File: config.mk
export PLATFORM = sky130hd
export DESIGN_NAME = fetch_pipe_reg
export DESIGN_NICKNAME = d
export VERILOG_FILES = /design/src/rtl/fetch_pipe_reg.sv
export SDC_FILE = /design/constraint.sdc
export NUM_CORES = 1
export LEC_CHECK = 0
export CAP_MARGIN = 15
export CELL_PAD_IN_SITES_DETAIL_PLACEMENT = 2
export CELL_PAD_IN_SITES_GLOBAL_PLACEMENT = 2
export CORE_ASPECT_RATIO = 1.5
export CORE_MARGIN = 2
export CORE_UTILIZATION = 29
export DETAILED_ROUTE_END_ITERATION = 6
export MAX_ROUTING_LAYER = met4
export PLACE_DENSITY = 0.84
export SLEW_MARGIN = 0
export SYNTH_ARGS = -nofsm -noshare
export SYNTH_HDL_FRONTEND = slang
export SYNTH_SLANG_ARGS = --single-unit
File: constraint.sdc
create_clock -name clk -period 2.6 [get_ports clk]
set_clock_uncertainty 0.05 [all_clocks]
set_input_delay 0.78 -clock clk [delete_from_list [all_inputs] [get_ports clk]]
set_output_delay 0.78 -clock clk [all_outputs]
set_load 0.1 [all_outputs]
File: src/rtl/fetch_pipe_reg.sv
// Fetch1 -> Fetch2 pipeline register: a two-entry (head + skid) FIFO holding
// whole fetch bundles, with registered ready_o and flush/zero-mask handling.
module fetch_pipe_reg #(
    parameter int FETCH_WIDTH = 4,
    parameter int SIZE_PC     = 32,
    parameter int INST_WIDTH  = 32
) (
    input  logic                            clk,
    input  logic                            reset,
    input  logic                            flush_i,
    input  logic                            valid_i,
    output logic                            ready_o,
    input  logic [SIZE_PC-1:0]              pc_i,
    input  logic [FETCH_WIDTH-1:0]          laneValid_i,
    input  logic [FETCH_WIDTH*INST_WIDTH-1:0] instBundle_i,
    input  logic [FETCH_WIDTH-1:0]          btbHit_i,
    input  logic [FETCH_WIDTH-1:0]          prediction_i,
    input  logic [FETCH_WIDTH*SIZE_PC-1:0]  targetAddr_i,
    output logic                            valid_o,
    output logic [SIZE_PC-1:0]              pc_o,
    output logic [FETCH_WIDTH-1:0]          laneValid_o,
    output logic [FETCH_WIDTH*INST_WIDTH-1:0] instBundle_o,
    output logic [FETCH_WIDTH-1:0]          btbHit_o,
    output logic [FETCH_WIDTH-1:0]          prediction_o,
    output logic [FETCH_WIDTH*SIZE_PC-1:0]  targetAddr_o,
    input  logic                            ready_i,
    output logic [1:0]                      occupancy_o
);

    typedef struct packed {
        logic [SIZE_PC-1:0]              pc;
        logic [FETCH_WIDTH-1:0]          lane_valid;
        logic [FETCH_WIDTH*INST_WIDTH-1:0] inst;
        logic [FETCH_WIDTH-1:0]          btb_hit;
        logic [FETCH_WIDTH-1:0]          prediction;
        logic [FETCH_WIDTH*SIZE_PC-1:0]  target;
    } entry_t;

    logic [1:0] occ_q, occ_d;
    entry_t     head_q, head_d;
    entry_t     skid_q, skid_d;
    entry_t     in_entry;
    logic       push, pop;

    assign in_entry = '{pc:         pc_i,
                        lane_valid: laneValid_i,
                        inst:       instBundle_i,
                        btb_hit:    btbHit_i,
                        prediction: prediction_i,
                        target:     targetAddr_i};

    // ready_o depends only on occ_q, so Fetch2's ready_i never reaches Fetch1.
    assign ready_o = (occ_q < 2'd2);
    assign valid_o = (occ_q != 2'd0);

    // Zero-mask bundles complete the handshake but are never stored.
    assign push = valid_i & ready_o & (|laneValid_i) & ~flush_i;
    assign pop  = valid_o & ready_i;

    always_comb begin
        // NOTE: every next-state signal gets a default before any branch, so no path can infer a latch.
        occ_d  = occ_q;
        head_d = head_q;
        skid_d = skid_q;
        if (flush_i) begin
            occ_d  = 2'd0;
            head_d = '0;
            skid_d = '0;
        end else begin
            case (occ_q)
                2'd0: begin
                    if (push) begin
                        head_d = in_entry;
                        occ_d  = 2'd1;
                    end
                end
                2'd1: begin
                    if (push && pop) begin
                        head_d = in_entry;
                    end else if (push) begin
                        skid_d = in_entry;
                        occ_d  = 2'd2;
                    end else if (pop) begin
                        head_d = '0;
                        occ_d  = 2'd0;
                    end
                end
                2'd2: begin
                    if (pop) begin
                        head_d = skid_q;
                        skid_d = '0;
                        occ_d  = 2'd1;
                    end
                end
                default: begin
                    occ_d  = 2'd0;
                    head_d = '0;
                    skid_d = '0;
                end
            endcase
        end
    end

    always_ff @(posedge clk) begin
        // NOTE: payload registers are reset as well as occupancy, because outputs read head_q directly and must be zero while valid_o is low.
        if (!reset) begin
            occ_q  <= 2'd0;
            head_q <= '0;
            skid_q <= '0;
        end else begin
            // NOTE: sequential state uses non-blocking assignment so all registers update together at the edge.
            occ_q  <= occ_d;
            head_q <= head_d;
            skid_q <= skid_d;
        end
    end

    assign occupancy_o  = occ_q;
    assign pc_o         = head_q.pc;
    assign laneValid_o  = head_q.lane_valid;
    assign instBundle_o = head_q.inst;
    assign btbHit_o     = head_q.btb_hit;
    assign prediction_o = head_q.prediction;
    assign targetAddr_o = head_q.target;

endmodule

==> Yosys cells after proc, flatten, opt, wreduce, memory -nomap -nowiden <==
Cells that the tools add are included.
{ "word_totals": {"output_inout_bits": 304, "register_bits": 602, "latch_bits": 0, "wordCells": 52, "memories": 0, "mem_bits_rw": 0, "rom_bits": 0, "in_bits": 305} }
{ "classes": {"n_eq_ne": 9, "mux": 14, "add_sub_neg": 0, "div_mod_pow": 0, "bitwise_logic": 7, "multipliers": 0, "reduce_logical": 8, "order_cmp": 1, "n_shift": 0} }
{ "ops": {"columns": ["operator", "n"], "rows": [
  ["300-bit two-way mux", 6],
  ["300-bit case mux with 3 select lines", 2],
  ["4-bit AND reduction", 3],
  ["2-bit two-way mux", 5],
  ["3-bit inequality test, second input constant", 3],
  ["2-bit inequality test, second input constant", 4],
  ["2-bit case mux with 3 select lines", 1],
  ["1-bit bitwise AND", 4],
  ["4-bit OR reduction", 1],
  ["1-bit NOT", 3],
  ["2-bit by 1-bit equality test with 1-bit output, second input constant", 1],
  ["2-bit equality test, second input constant", 1],
  ["2-bit logical NOT", 1],
  ["2-bit < comparator, second input constant", 1],
  ["2-bit nonzero test", 1],
  ["2-bit OR reduction", 1],
  ["1-bit logical AND", 1]
]} }

==> Longest topological paths before layout <==
{ "logic_depth": {"depth_word": 7, "mapped_depth": 8, "mapped_depth_nobuf": 5} }

==> Worst setup path after synthesis <==
No wires, ideal clock.
{ "synth_path": {"path_kind": "register -> register", "start": "register occ_q[1], in the netlist occupancy_o[1]", "end": "register head_q (netlist bit targetAddr_o[37])", "setup_ns": 0.127, "path_buffers": 3, "setup_slack_ns": -0.431, "synth_period_minus_slack_ns": 3.031, "t_arrival_ns": 2.854, "stages_incl_launch_ff": 8, "t_required_ns": 2.423, "path_cell_list": "dfxtp_1 -> clkbuf_1 -> nor2_1 -> inv_1 -> o31a_1 -> clkbuf_1 -> buf_1 -> o2bb2ai_1"} }
{ "synth_between": {"word_cells_on_any_way": 17, "cone_classes": "order compare: 1; eq/ne: 6; mux: 2; bitwise: 4; reduce/logical: 4"} }
{ "synth_rtl": {"columns": ["item", "line", "source"], "rows": [
  ["start, declared", "39", "logic [1:0] occ_q, occ_d;"],
  ["start signal, assigned", "107", "occ_q <= 2'd0;"],
  ["start signal, assigned", "112", "occ_q <= occ_d;"],
  ["2-bit nonzero test *", "54", "assign valid_o = (occ_q != 2'd0);"],
  ["net valid_o", "19", "output logic valid_o,"],
  ["1-bit bitwise AND *", "58", "assign pop = valid_o & ready_i;"],
  ["1-bit logical AND", "78", "if (push && pop) begin"],
  ["3-bit inequality test (no line) or 300-bit two-way mux (tied branches)", null, null],
  ["4-bit AND reduction (no line) or 300-bit case mux with 3 select lines (tied branches)", null, null],
  ["end signal, assigned", "108", "head_q <= '0;"],
  ["end signal, assigned", "113", "head_q <= head_d;"],
  ["end, declared", "40", "entry_t head_q, head_d;"]
]} }
Mark *: on every way through the listed nets, which the timed path passes. The rest lies on a longest branch.
A chain may end at the register's enable or synchronous reset.

==> Worst setup path in the final report <==
{ "layout_path": {"start": "register occ_q[1], in the netlist occupancy_o[1]", "end": "output occupancy_o[1]"} }
{ "layout_rtl": {"columns": ["item", "line", "source"], "rows": [
  ["end, declared", "27", "output logic [1:0] occupancy_o"]
]} }
No word-level cell between the ends.

==> summary by stage <==
Status
The run finished with clean final reports.

Route
Using the TritonRoute via totals, the vias-per-cell ratio works out to 5.56. The number of iterations in the first detailed-routing pass is 5. The post-detailed-route DRC marker count is 0. In this run, the number of DRC markers left after iteration 0 of detailed routing was 1200. Summing over every cut layer, the via total after detailed routing is 26400. Once detail routing completed, the nets flagged for antenna violations numbered 0. The detail-routed net length per standard cell is 23.9 um. The final wirelength is 114000 um.

Die
The horizontal die dimension is 246 um. The floorplan die height is 367 um. The placeable core region is 87400 um2. The die area is 90500 um2. For this configuration, the core starts out at a cell density of 0.292. The I/O pin count is 609.

The floorplan has 133 rows.

Yosys
Of the synthesized area, sequential elements account for 0.472. The number of synthesized register bits is 602. The synthesized netlist contains 25 unique library cells. The average cell area after synthesis is 8.37 um2. By count the netlist is led by 602 x sky130_fd_sc_hd__dfxtp_1, 598 x sky130_fd_sc_hd__a21oi_1, 594 x sky130_fd_sc_hd__nand2_1. The primary flip-flop cell chosen by synthesis mapping is sky130_fd_sc_hd__dfxtp_1.

The Yosys warning count is 0. After synthesis the cells add up to 25500 um2. Synthesis handed over a netlist of 3051 instances. In the post-synthesis netlist, the biggest area contributors are sky130_fd_sc_hd__dfxtp_1 47%, sky130_fd_sc_hd__o2bb2ai_1 20%, sky130_fd_sc_hd__a21oi_1 12%. The share of synthesized flip-flops with an asynchronous set or reset is 0.

The library cell with the highest instance count after synthesis is sky130_fd_sc_hd__dfxtp_1. The top cell type's share of synthesized area is 0.472. The post-synth net total is 3356.

Of all cell types, the one taking the most synthesized area is sky130_fd_sc_hd__dfxtp_1. The number of enable-type register cells in the synthesized netlist is 0.

Power and ir drop
For this design the static power due to leakage is 12.0 nW. The cell area power density is 631 nW/um2. The largest voltage drop on the vdd net is 0.000425 V.

Power comes to 0.0222 W.

Critical path
The delay contributed by the slowest stage of the critical path is 0.45 ns. The worst register-to-register path ends at targetAddr_o[49]. The data required time of the critical path is 1.77 ns. Traced cell by cell, the critical path runs through buf_4, buf_12. STA classifies the critical path endpoint as an output pin.

The type of element launching the critical path is a register. The largest delay contributor family on the critical path is buffers and inverters. The reg-to-reg startpoint is occupancy_o[0]. The worst register-to-register path has a setup slack of 0.45 ns. The critical path runs through a total of 2 cells. At the worst endpoint, the arrival time is 1.66 ns. The capture point of the critical path is occupancy_o[1]. The count of buffer and inverter cells on the critical path is 2. The depth of the most critical reg-to-reg path is 6. The slowest stage cell on the critical path is sky130_fd_sc_hd__dfxtp_4.

Along the worst path, the maximum fanout reaches 21. The critical path in this run is classified as register to output pin. Tracing the worst setup path back leads to its startpoint at occupancy_o[1].

Finish
In the final layout, the share of cells above drive strength 1 is 0.159. In the final design database the tool counted 3850 nets. Summing all flip-flop and latch instances after layout gives 12100 um2.

The area taken by multi-input logic gates is 12200 um2. The post-layout instance count excluding filler cells is 4756. The number of fill cells in the layout is 9546. Compared with the post-synthesis result, the final layout area differs by 37.8%.

The final instance area is 35200 um2.

Clocking
The hold-fix buffer count after cts is 0. The clock tree from TritonCTS is built. The count of clock tree sinks is 602.

The clock transition time at the flip-flop clock pins of the worst setup and hold paths is 0.06 ns. The H-tree level count is 2. The number of buffers inserted during clock tree synthesis is 60. At the later pin of the worst-skew pair, clock insertion delay measures 0.64 ns.

No sink is reached through more buffers than the 3 on the longest clock path. The tree is rooted in a sky130_fd_sc_hd__clkbuf_16.

Timing
The final number of hold-violating endpoints is 0. Setup violations remaining at the end of the flow were counted as 0. Setup repair after global routing left no endpoint under its margin. The shortest period the worst path allows is 2.49 ns. In this run the tightest slew margin relative to its limit is 0.254. The post-route setup TNS is 0 ns. The actual transition at the worst max-transition pin is 1.12 ns.

The share of the clock period used by the worst path after layout is 0.959. The max-slew violation total from the final report is 0. For this run, the top clock speed supported by timing is 0.401 GHz.

Hold path
The min-delay analysis places its worst path in the category register to register.

Global routing
The leftover overflow at the end of global routing is 0. For this run, the total global-route usage over all layers was measured as 0.249. The initial antenna violation count came to 16. The number of global-route vias before repair was 28300.

The first global-routing pass estimated 174000 um of wire. Entering global routing, the biggest net connects 157 pins.

Place
The final weighted congestion of routability-driven global placement is 0.792. The placed instances occupy a cell area of 33100 um2. The number of port buffers is 608. Once placement completed, the tool counted placed cells totaling 4628. The wire-length estimate of the detail-placed layout is 73700 um.

Flow run
The tool flagged a number of max-cap violations equal to 0.
## cell usage in the layout, fill, tap and decap left out
cell type and n:
sky130_fd_sc_hd__a211oi_4 1, sky130_fd_sc_hd__a21oi_1 598, sky130_fd_sc_hd__a221oi_1 1, sky130_fd_sc_hd__a22o_1 5, sky130_fd_sc_hd__a22oi_1 3, sky130_fd_sc_hd__a31oi_1 1
sky130_fd_sc_hd__and4_1 1, sky130_fd_sc_hd__buf_12 73, sky130_fd_sc_hd__buf_16 1, sky130_fd_sc_hd__buf_4 384, sky130_fd_sc_hd__bufbuf_16 1, sky130_fd_sc_hd__bufinv_16 5
sky130_fd_sc_hd__clkbuf_1 10, sky130_fd_sc_hd__clkbuf_16 61, sky130_fd_sc_hd__clkbuf_8 10, sky130_fd_sc_hd__clkdlybuf4s50_1 304, sky130_fd_sc_hd__clkinv_2 17, sky130_fd_sc_hd__clkinv_4 1
sky130_fd_sc_hd__clkinvlp_4 4, sky130_fd_sc_hd__dfxtp_1 600, sky130_fd_sc_hd__dfxtp_4 2, sky130_fd_sc_hd__diode_2 16, sky130_fd_sc_hd__inv_1 2, sky130_fd_sc_hd__inv_4 1
sky130_fd_sc_hd__inv_6 2, sky130_fd_sc_hd__nand2_1 593, sky130_fd_sc_hd__nand2_4 1, sky130_fd_sc_hd__nand2b_1 4, sky130_fd_sc_hd__nor2_1 2, sky130_fd_sc_hd__nor2_4 2
sky130_fd_sc_hd__nor2b_1 3, sky130_fd_sc_hd__nor3_1 1, sky130_fd_sc_hd__nor3_4 1, sky130_fd_sc_hd__nor4_2 1, sky130_fd_sc_hd__nor4_4 1, sky130_fd_sc_hd__o2111ai_1 1
sky130_fd_sc_hd__o21ai_0 301, sky130_fd_sc_hd__o2bb2ai_1 592, sky130_fd_sc_hd__o31a_2 2
## power breakdown
part / internal (W) / switching (W) / leakage, nW
Combinational: 0.00123 / 0.00238 / 6.12
Clock: 0.00508 / 0.00403 / 0.991
Sequential: 0.00937 / 0.000127 / 4.87
Total: 0.0157 / 0.00653 / 12.0
## routing by layer
layer  global-route usage  wire, um  up-vias
met4               0.0994      4880        0
met1                0.294     47500    13400
met2                0.416     55900      680
met3               0.0432      5590      218
met5                    -         0        -
li1                     -         -    12100
## through the flow
step	hold WS, ns	util	worst slack [ns]
2_1_floorplan	0.403	-	0.0224
3_3_place_gp	0.397	0.379	-0.324
3_5_place_dp	0.398	0.379	-0.379
4_1_cts	0.418	0.402	0.0284
5_1_grt	0.430	0.403	0.0300
6_report	0.413	0.403	0.106
## cell type report
type | instances | area share
multi-input combinational | 2115 | 0.347
sequential | 602 | 0.343
antenna | 16 | 0.00114
inverter | 3 | 0.000427
tap | 1147 | 0.0408
clock buffer | 81 | 0.0484
clock inverter | 29 | 0.00825
timing repair buffer | 763 | 0.212
## sequential cells by signal, summed over array words and instances (netlist names)
register,count
btbHit_o,4
instBundle_o,128
laneValid_o,4
occupancy_o,2
pc_o,32
prediction_o,4
skid_q,300
targetAddr_o,128
## logic make-up (layout without fill, tap and decap cells)
kind of cell           count (synthesis)  count (layout)  share of synthesized area
buffers and inverters                334             876                     0.0522
other                                  0              16                          0
AO/OA/AOI/OAI                       1505            1505                      0.384
AND/OR/NAND/NOR                      610             610                     0.0917
flip-flops                           602             602                      0.472
## worst min path at each step
stage,start,depth (start not counted),endpoint
6_report,pc_o[13],1,pc_o[13]
5_1_grt,pc_o[0],1,pc_o[0]
4_1_cts,pc_o[13],1,pc_o[13]
3_5_place_dp,pc_o[13],1,pc_o[13]
3_3_place_gp,instBundle_o[39],1,instBundle_o[39]
2_1_floorplan,skid_q[127],2,skid_q[127]
## timing repair
action	in CTS	in global routing
gates resized for setup	1	0
buffers inserted	1	0
setup endpoints to repair	2	0
Power figures use the tool's default switching activity.
